File: config.mk
export PLATFORM = sky130hd
export DESIGN_NAME = seg7_scan_ctrl_flat
export DESIGN_NICKNAME = d
export VERILOG_FILES = /design/src/rtl/seg7_scan_ctrl_if.sv /design/src/rtl/seg7_scan_ctrl.sv /design/src/flat_wrapper.sv
export SDC_FILE = /design/constraint.sdc
export NUM_CORES = 1
export LEC_CHECK = 0
export BUFFER_PORTS_ARGS = -buffer_cell sky130_fd_sc_hd__buf_2
export CORE_AREA = 2 2 79 81
export CTS_BUF_LIST = sky130_fd_sc_hd__clkbuf_16
export CTS_CLUSTER_SIZE = 10
export DETAILED_ROUTE_END_ITERATION = 16
export DIE_AREA = 0 0 81 83
export PLACE_DENSITY = 0.77
export SLEW_MARGIN = 20
export SYNTH_ARGS = -nofsm -noshare
export SYNTH_HDL_FRONTEND = slang
export SYNTH_SLANG_ARGS = --single-unit
File: constraint.sdc
create_clock -name clk -period 3.4 [get_ports clk]
set_clock_uncertainty 0.2 [all_clocks]
set_input_delay 0.34 -clock clk [delete_from_list [all_inputs] [get_ports clk]]
set_output_delay 0.34 -clock clk [all_outputs]
set_load 0.005 [all_outputs]
File: src/rtl/seg7_scan_ctrl_if.sv
// Store-side bus for the seven-segment display register: write strobe, store data
// and debug readback of the captured word.
interface seg7_scan_ctrl_if;
    logic        we;
    logic [31:0] wdata;
    logic [31:0] rdata;

    modport master (
        output we,
        output wdata,
        input  rdata
    );

    modport slave (
        input  we,
        input  wdata,
        output rdata
    );
endinterface

File: src/rtl/seg7_scan_ctrl.sv
// Eight-digit hex display controller: latches a 32-bit word from the store bus and
// time-multiplexes its nibbles onto shared active-low anode/cathode lines.
module seg7_scan_ctrl #(
    parameter int unsigned SCAN_DIV = 50000
) (
    input  logic                  clk,
    input  logic                  rst,
    seg7_scan_ctrl_if.slave       bus,
    output logic [7:0]            an,
    output logic [7:0]            seg
);
    localparam int unsigned     DIV_W    = $clog2(SCAN_DIV);
    localparam logic [DIV_W-1:0] DIV_LAST = DIV_W'(SCAN_DIV - 1);

    logic [31:0]      value_q, value_d;
    logic [DIV_W-1:0] div_q, div_d;
    logic [2:0]       idx_q, idx_d;
    logic [7:0]       an_q, an_d;
    logic [7:0]       seg_q, seg_d;
    logic [3:0]       nib;

    // Low seven cathode bits (g..a), active-low; the dp bit is prepended separately.
    function automatic logic [6:0] hexcode(input logic [3:0] n);
        logic [6:0] c;
        case (n)
            4'h0: c = 7'h40;
            4'h1: c = 7'h79;
            4'h2: c = 7'h24;
            4'h3: c = 7'h30;
            4'h4: c = 7'h19;
            4'h5: c = 7'h12;
            4'h6: c = 7'h02;
            4'h7: c = 7'h78;
            4'h8: c = 7'h00;
            4'h9: c = 7'h10;
            4'hA: c = 7'h08;
            4'hB: c = 7'h03;
            4'hC: c = 7'h46;
            4'hD: c = 7'h21;
            4'hE: c = 7'h06;
            default: c = 7'h0E;
        endcase
        return c;
    endfunction

    always_comb begin
        value_d = bus.we ? bus.wdata : value_q;
        div_d   = div_q + DIV_W'(1);
        idx_d   = idx_q;
        if (div_q == DIV_LAST) begin
            div_d = '0;
            idx_d = idx_q + 3'd1;
        end
        // Outputs are built from the pre-edge idx/value, so they trail them by one cycle.
        nib   = value_q[{idx_q, 2'b00} +: 4];
        an_d  = ~(8'b0000_0001 << idx_q);
        seg_d = {1'b1, hexcode(nib)};
    end

    always_ff @(posedge clk) begin
        if (rst) begin
            value_q <= '0;
            div_q   <= '0;
            idx_q   <= '0;
            an_q    <= 8'hFF;
            seg_q   <= 8'hFF;
        end else begin
            value_q <= value_d;
            div_q   <= div_d;
            idx_q   <= idx_d;
            an_q    <= an_d;
            seg_q   <= seg_d;
        end
    end

    assign bus.rdata = value_q;
    assign an        = an_q;
    assign seg       = seg_q;
endmodule

File: src/flat_wrapper.sv
// flat-port wrapper written by rule: the top's interface ports become plain ports
module seg7_scan_ctrl_flat 
#(
    parameter int unsigned SCAN_DIV = 50000
)
  (clk, rst, an, seg, bus_we, bus_wdata, bus_rdata);
  seg7_scan_ctrl_if bus_i ();
  input  logic clk;
  input  logic rst;
  output logic [7:0] an;
  output logic [7:0] seg;
  input wire logic [$bits(bus_i.we)-1:0] bus_we;
  input wire logic [$bits(bus_i.wdata)-1:0] bus_wdata;
  output wire logic [$bits(bus_i.rdata)-1:0] bus_rdata;
  assign bus_i.we = bus_we;
  assign bus_i.wdata = bus_wdata;
  assign bus_rdata = bus_i.rdata;
  seg7_scan_ctrl #(.SCAN_DIV(SCAN_DIV)) u_core (.clk(clk), .rst(rst), .bus(bus_i), .an(an), .seg(seg));
endmodule
==> results.toml, run 1 <==
[floorplan]
die_w_um = 81
initial_core_util_pct = 50.0
placementRows = 28
dieArea_um2 = 6720
core_area_um2 = 5820
io_pins = 83
die_h_um = 83

[worst_setup_path]
path_max_fanout = 7
critPathLaunchType = "flip-flop"
cp.arrival_ps = 2880
cp.required_ps = 3410
critPathKind = "reg2reg"
cp-end-kind = "flip-flop"

[route]
totalWireLength_mm = 6.13
wl_per_cell_um = 13.7
drc = 0
via_count = 2242
via_per_inst = 5.02
drtIter0Drc = 126
antenna_left = 0
firstDrtPassIters = 4

[power]
vdd_drop_max_mv = 0.436
power.density_nw_per_um2 = 500
clockPowerShare_pct = 44.6
intPower_w = 0.00137
p_sw_share_pct = 23.6
p_switching_w = 0.000424
power.total_w = 0.00180
pwr-share-seq_pct = 46.4
p_comb_share_pct = 9.0
leakage_nw = 1.68

[sta]
grt_setup_unrepaired = "no"
max_freq_ghz = 0.348
tns_ps = 0
finalHoldViolations = 0
period_needed_ps = 2870
timing.hold.ws_ps = 48.8
worst_pin_slew_ps = 944
slew_headroom_pct = 37.1
fin_crit_sh_pct = 84.5
setup_viol = 0
layout_setup_ws_ps = 528
final_max_slew_viol_count = 0

[synth]
yosys.area_share.xor_xnor_pct = 4.82
synth_nets = 338
yosysSeqAreaShare_pct = 45.5
synthMuxAreaShare_pct = 19.6
async_reset_ff_share_pct = 0
synth_cell_types = 45
synth_edf_count = 0
synth_compound_area_share_pct = 4.22
synth_top_family_by_area = "multiplexers"
synth_cells = 290
synth_area_um2 = 2910
synth-adder-area-share_pct = 5.60
synth_flop_cell = "dfxtp_1"
synth_simple_gate_area_share_pct = 16.1
yosysWarnings = 0
ys_ff_latch = 66
avgSynthCellArea_um2 = 10.0

[place]
pre_cts_slack_ps = 537
hpwl_mm = 4.39
io_buffers = 81
gp_congestion = 0.923
dp.cells = 432

[final_layout]
mostFrequentLayoutCell = "buf_2"
final_cell_mix = "buf_2 (81), dfxtp_1 (66), nor2_1 (59), mux2i_1 (39), nand2_1 (15)"
drive_above_1_share_pct = 29.3
n_antenna_cell = 0
multiInputGateArea_um2 = 1470
nets = 416
regArea_um2 = 1320
instances_no_fill = 447
n_fill_cell = 504
syn2layout_area_growth_pct = 23.7

[clock_tree]
cts_max_path_buffers = 2
root_buffer = "clkbuf_16"
clock_latency_ps = 330
cts_setup_buffers = 0
h-tree-depth = 3
cts_tree = "built"
clkTransAtPathRegs_ps = 50
cts_hold_buf = 0
cts_sinks = 66
cts_buffers = 9
post_cts_resized = 0

[global_routing]
grt_pass1_vias = 2081
grt_max_degree = 51
grt_use_total_pct = 19.4
grt_antenna_before_repair = 0
grt.overflow.total = 0
grt_pass1_wl_mm = 10.1

[min_path]
hp-class = "in2reg"

[run]
cap_violations = 0

[outcome]
status = "complete, no violations"
==> worst paths after layout <==
kind	startpoint	to	slack, ps	depth (start not counted)
setup / recovery	u_core.idx_q[0]	u_core.seg[6]	530	8
hold / removal	bus_wdata[17]	u_core.bus.rdata[17]	50	3
setup reg to reg	u_core.idx_q[0]	u_core.seg[6]	530	8
hold reg to reg	u_core.div_q[0]	u_core.div_q[0]	280	1
==> metrics by stage <==
step	instance area (um2)	utilization (%)
global placement	3340	57.4
detailed placement	3340	57.4
finish	3600	61.8
floorplan	2910	-
global route	3600	61.8
CTS	3600	61.8
==> critical path, stage by stage (launching register included) <==
cell	delay [ps]
dfxtp_1	570
mux4_2	570
mux2i_1	370
inv_1	170
ha_1	260
inv_1	90
nor3_1	70
a21o_1	160
a221o_1	290
==> flip-flops by register name (all words and copies together), names as in the netlist <==
name / cells
u_core.bus.rdata: 32
u_core.div_q: 16
u_core.an: 8
u_core.seg: 7
u_core.idx_q: 3
==> cells in the mapped netlist (all sizes together), types with 3 or more instances <==
cell,n,area (um2)
buf,9,58.8
xor2,8,70.1
nor3,4,20.0
inv,9,33.8
nand4,3,18.8
nand2,15,56.3
nor2,60,228
dfxtp,66,1320
a221o,3,30.0
xnor2,8,70.1
nand2b,4,25.0
ha,13,163
mux2i,40,413
mux4,6,135
clkbuf,7,26.3
nand3,8,40.0
==> logic make-up after synthesis <==
kind of cell             count (synthesis)
AND/OR/NAND/NOR                        105
AO/OA/AOI/OAI                           16
XOR/XNOR                                16
flip-flops                              66
multiplexers                            48
buffers and inverters                   25
other                                    1
adder cells (fa/ha/maj)                 13
==> final cells by class <==
class / instances / area share (%)
Multi-Input combinational cell: 199 / 40.8
Sequential cell: 66 / 36.7
Timing Repair Buffer: 83 / 11.7
Clock buffer: 9 / 6.26
Tap cell: 75 / 2.61
Clock inverter: 6 / 0.974
Inverter: 9 / 0.939
==> power groups by stage <==
stage / logic [W] / registers [W] / clock network [W]
after floorplan: 0.0000962 / 0.000847 / 0
after global placement: 0.000157 / 0.000849 / 0
after detailed placement: 0.000162 / 0.000849 / 0
final: 0.000162 / 0.000833 / 0.000802
after CTS: 0.000163 / 0.000834 / 0.000812
after global routing: 0.000182 / 0.000837 / 0.000847
==> per-layer routing <==
metal | part of all wire, % | GRT usage [%] | vias to the layer above
met4 | 2.9 | 10.3 | 0
met3 | 4.8 | 4.02 | 13
met5 | 0 | 0 | -
met2 | 47 | 30.2 | 65
li1 | - | - | 1147
met1 | 46 | 24.9 | 1017
Power figures use the tool's default switching activity.
==> run 2, diff against run 1 <==
--- a/config.mk
+++ b/config.mk
@@ -6,12 +6,12 @@
 export NUM_CORES = 1
 export LEC_CHECK = 0
 export BUFFER_PORTS_ARGS = -buffer_cell sky130_fd_sc_hd__buf_2
-export CORE_AREA = 2 2 79 81
+export CORE_AREA = 2 2 83 85
 export CTS_BUF_LIST = sky130_fd_sc_hd__clkbuf_16
 export CTS_CLUSTER_SIZE = 10
 export DETAILED_ROUTE_END_ITERATION = 16
-export DIE_AREA = 0 0 81 83
-export PLACE_DENSITY = 0.77
+export DIE_AREA = 0 0 85 87
+export PLACE_DENSITY = 0.73
 export SLEW_MARGIN = 20
 export SYNTH_ARGS = -nofsm -noshare
 export SYNTH_HDL_FRONTEND = slang
==> constraint.sdc (replaced) <==
create_clock -name clk -period 2.35 [get_ports clk]
set_clock_uncertainty 0.2 [all_clocks]
set_input_delay 0.235 -clock clk [delete_from_list [all_inputs] [get_ports clk]]
set_output_delay 0.235 -clock clk [all_outputs]
set_load 0.005 [all_outputs]
==> run 2 against run 1 <==
Against the previous run: register-to-register slack worse by 470 ps; non-clock buffer count up 45; power up 60%; first-iteration DRC count up 17%; wire length up 12%; sequential share of layout area down 4.5 points; die area up 10%; via count up 12%; core utilization up 0.76 points; largest cell class unchanged; highest routed layer unchanged.
==> results.toml, run 2 (synthesis results as in run 1) <==
[outcome]
status = "complete, no violations"

[final_layout]
syn2layout_area_growth_pct = 41.5
mostFrequentLayoutCell = "buf_2"
drive_above_1_share_pct = 31.3
final_core_util_pct = 62.6
n_antenna_cell = 0
final_cell_mix = "buf_2 (81), dfxtp_1 (64), nor2_1 (59), mux2i_1 (38), dlygate4sd3_1 (32)"
instances_no_fill = 498
largest_register_ff_count = 32
nets = 461
final_cell_area_um2 = 4110

[sta]
max_freq_ghz = 0.436
finalHoldViolations = 0
period_needed_ps = 2290
layout_setup_ws_ps = 58.0
worst_pin_slew_ps = 520
final_max_slew_viol_count = 0
tns_ps = 0
slew_headroom_pct = 65.4
setup_viol = 0
fin_crit_sh_pct = 97.5
grt_setup_unrepaired = "yes"

[route]
top_layer = "met4"
route.met2.wl_mm = 3.33
via_per_inst = 5.03
drtIter0Drc = 148
antenna_left = 0
wl_met3_um = 387
firstDrtPassIters = 6
wl_per_cell_um = 13.8
drc = 0
totalWireLength_mm = 6.88
via_count = 2503
met1Wirelength_mm = 2.98

[clock_tree]
cts_sinks = 66
root_buffer = "clkbuf_16"
cts_tree = "built"
h-tree-depth = 3
clock_latency_ps = 330
cts_max_path_buffers = 2
clkTransAtPathRegs_ps = 50
cts_buffers = 9

[worst_setup_path]
cp.required_ps = 2360
crit_path_cell_trace = "mux4_2, mux2i_4, inv_2, ha_4, inv_2, nor3_2, a21o_1, a221o_1"
critPathKind = "reg2reg"
cp-end-kind = "flip-flop"
crit_slowest_cell = "mux4_2"
reg2reg_slack_ps = 60
cp_common_cell = "inv_2"
path_max_fanout = 7
cp.arrival_ps = 2300
critPathLaunchType = "flip-flop"
max_stage_delay_ps = 530
crit_family = "multiplexers"
path_buf_inv = 2

[power]
power.density_nw_per_um2 = 700
leakage_nw = 1.89
vdd_drop_max_mv = 0.423

[global_routing]
grt.overflow.total = 0
grt_pass1_vias = 2406
grt_use_total_pct = 19.1
grt_pass1_wl_mm = 11.0
grt_antenna_before_repair = 0
grt_max_degree = 33

[floorplan]
core_area_um2 = 6570
placementRows = 30
die_h_um = 87
initial_core_util_pct = 44.2
dieArea_um2 = 7400
io_pins = 83
die_w_um = 85

[run]
cap_violations = 0

[min_path]
hp-class = "in2reg"

[place]
io_buffers = 81
dp.cells = 447
gp_congestion = 0.799
pre_cts_slack_ps = 12.3
place_area_um2 = 3440
hpwl_mm = 4.57
==> run 2: cell types whose count changed in the layout (fill, tap and decap cells not counted), moves of 2 or more <==
cell           delta
clkinv_2          -2
dfxtp_1           -2
ha_1              -2
buf_4            +13
dlygate4sd3_1    +32
inv_2             +3
inv_1             -2
bufinv_16         +2
==> run 2: through the flow <==
stage                     total power (W)  hold WS, ps
final                             0.00288          145
after global placement            0.00147          245
after floorplan                   0.00137          182
after CTS                         0.00289          133
after detailed placement          0.00148          257
after global routing              0.00299          179
==> run 2: where the power goes <==
part	switching, W	internal [W]	leakage (nW)
combinational	0.000132	0.000166	1.20
clock	0.000460	0.000915	0.154
sequential	0.0000351	0.00117	0.543
==> run 2: layer usage <==
metal  global-route usage, %  vias up
met2                    32.3       82
met4                    8.08        0
met1                    22.4     1167
li1                        -     1236
met5                       0        -
met3                    5.88       18
==> run 2: final cells by class <==
type	instances	area (um2)
Clock inverter	7	85.1
Sequential cell	66	1330
Multi-Input combinational cell	199	1500
Inverter	9	33.8
Tap cell	80	100
Clock buffer	9	225
Fill cell	516	2460
Timing Repair Buffer	128	838
==> run 2: worst paths after layout <==
path / end / startpoint / cells after the start
setup reg to reg: u_core.seg[6] / u_core.idx_q[0] / 8
setup / recovery: u_core.seg[6] / u_core.idx_q[0] / 8
hold / removal: u_core.bus.rdata[14] / rst / 2
hold reg to reg: u_core.div_q[0] / u_core.div_q[0] / 1
==> run 2: repair_timing <==
| item | CTS | global route |
|---|---|---|
| hold buffers | 32 | 0 |
| resized for setup | 2 | 6 |
| setup endpoints to repair | 2 | 3 |
| pin swaps | 0 | 5 |
| hold endpoints to repair | 32 | 0 |
| setup buffers | 0 | 3 |
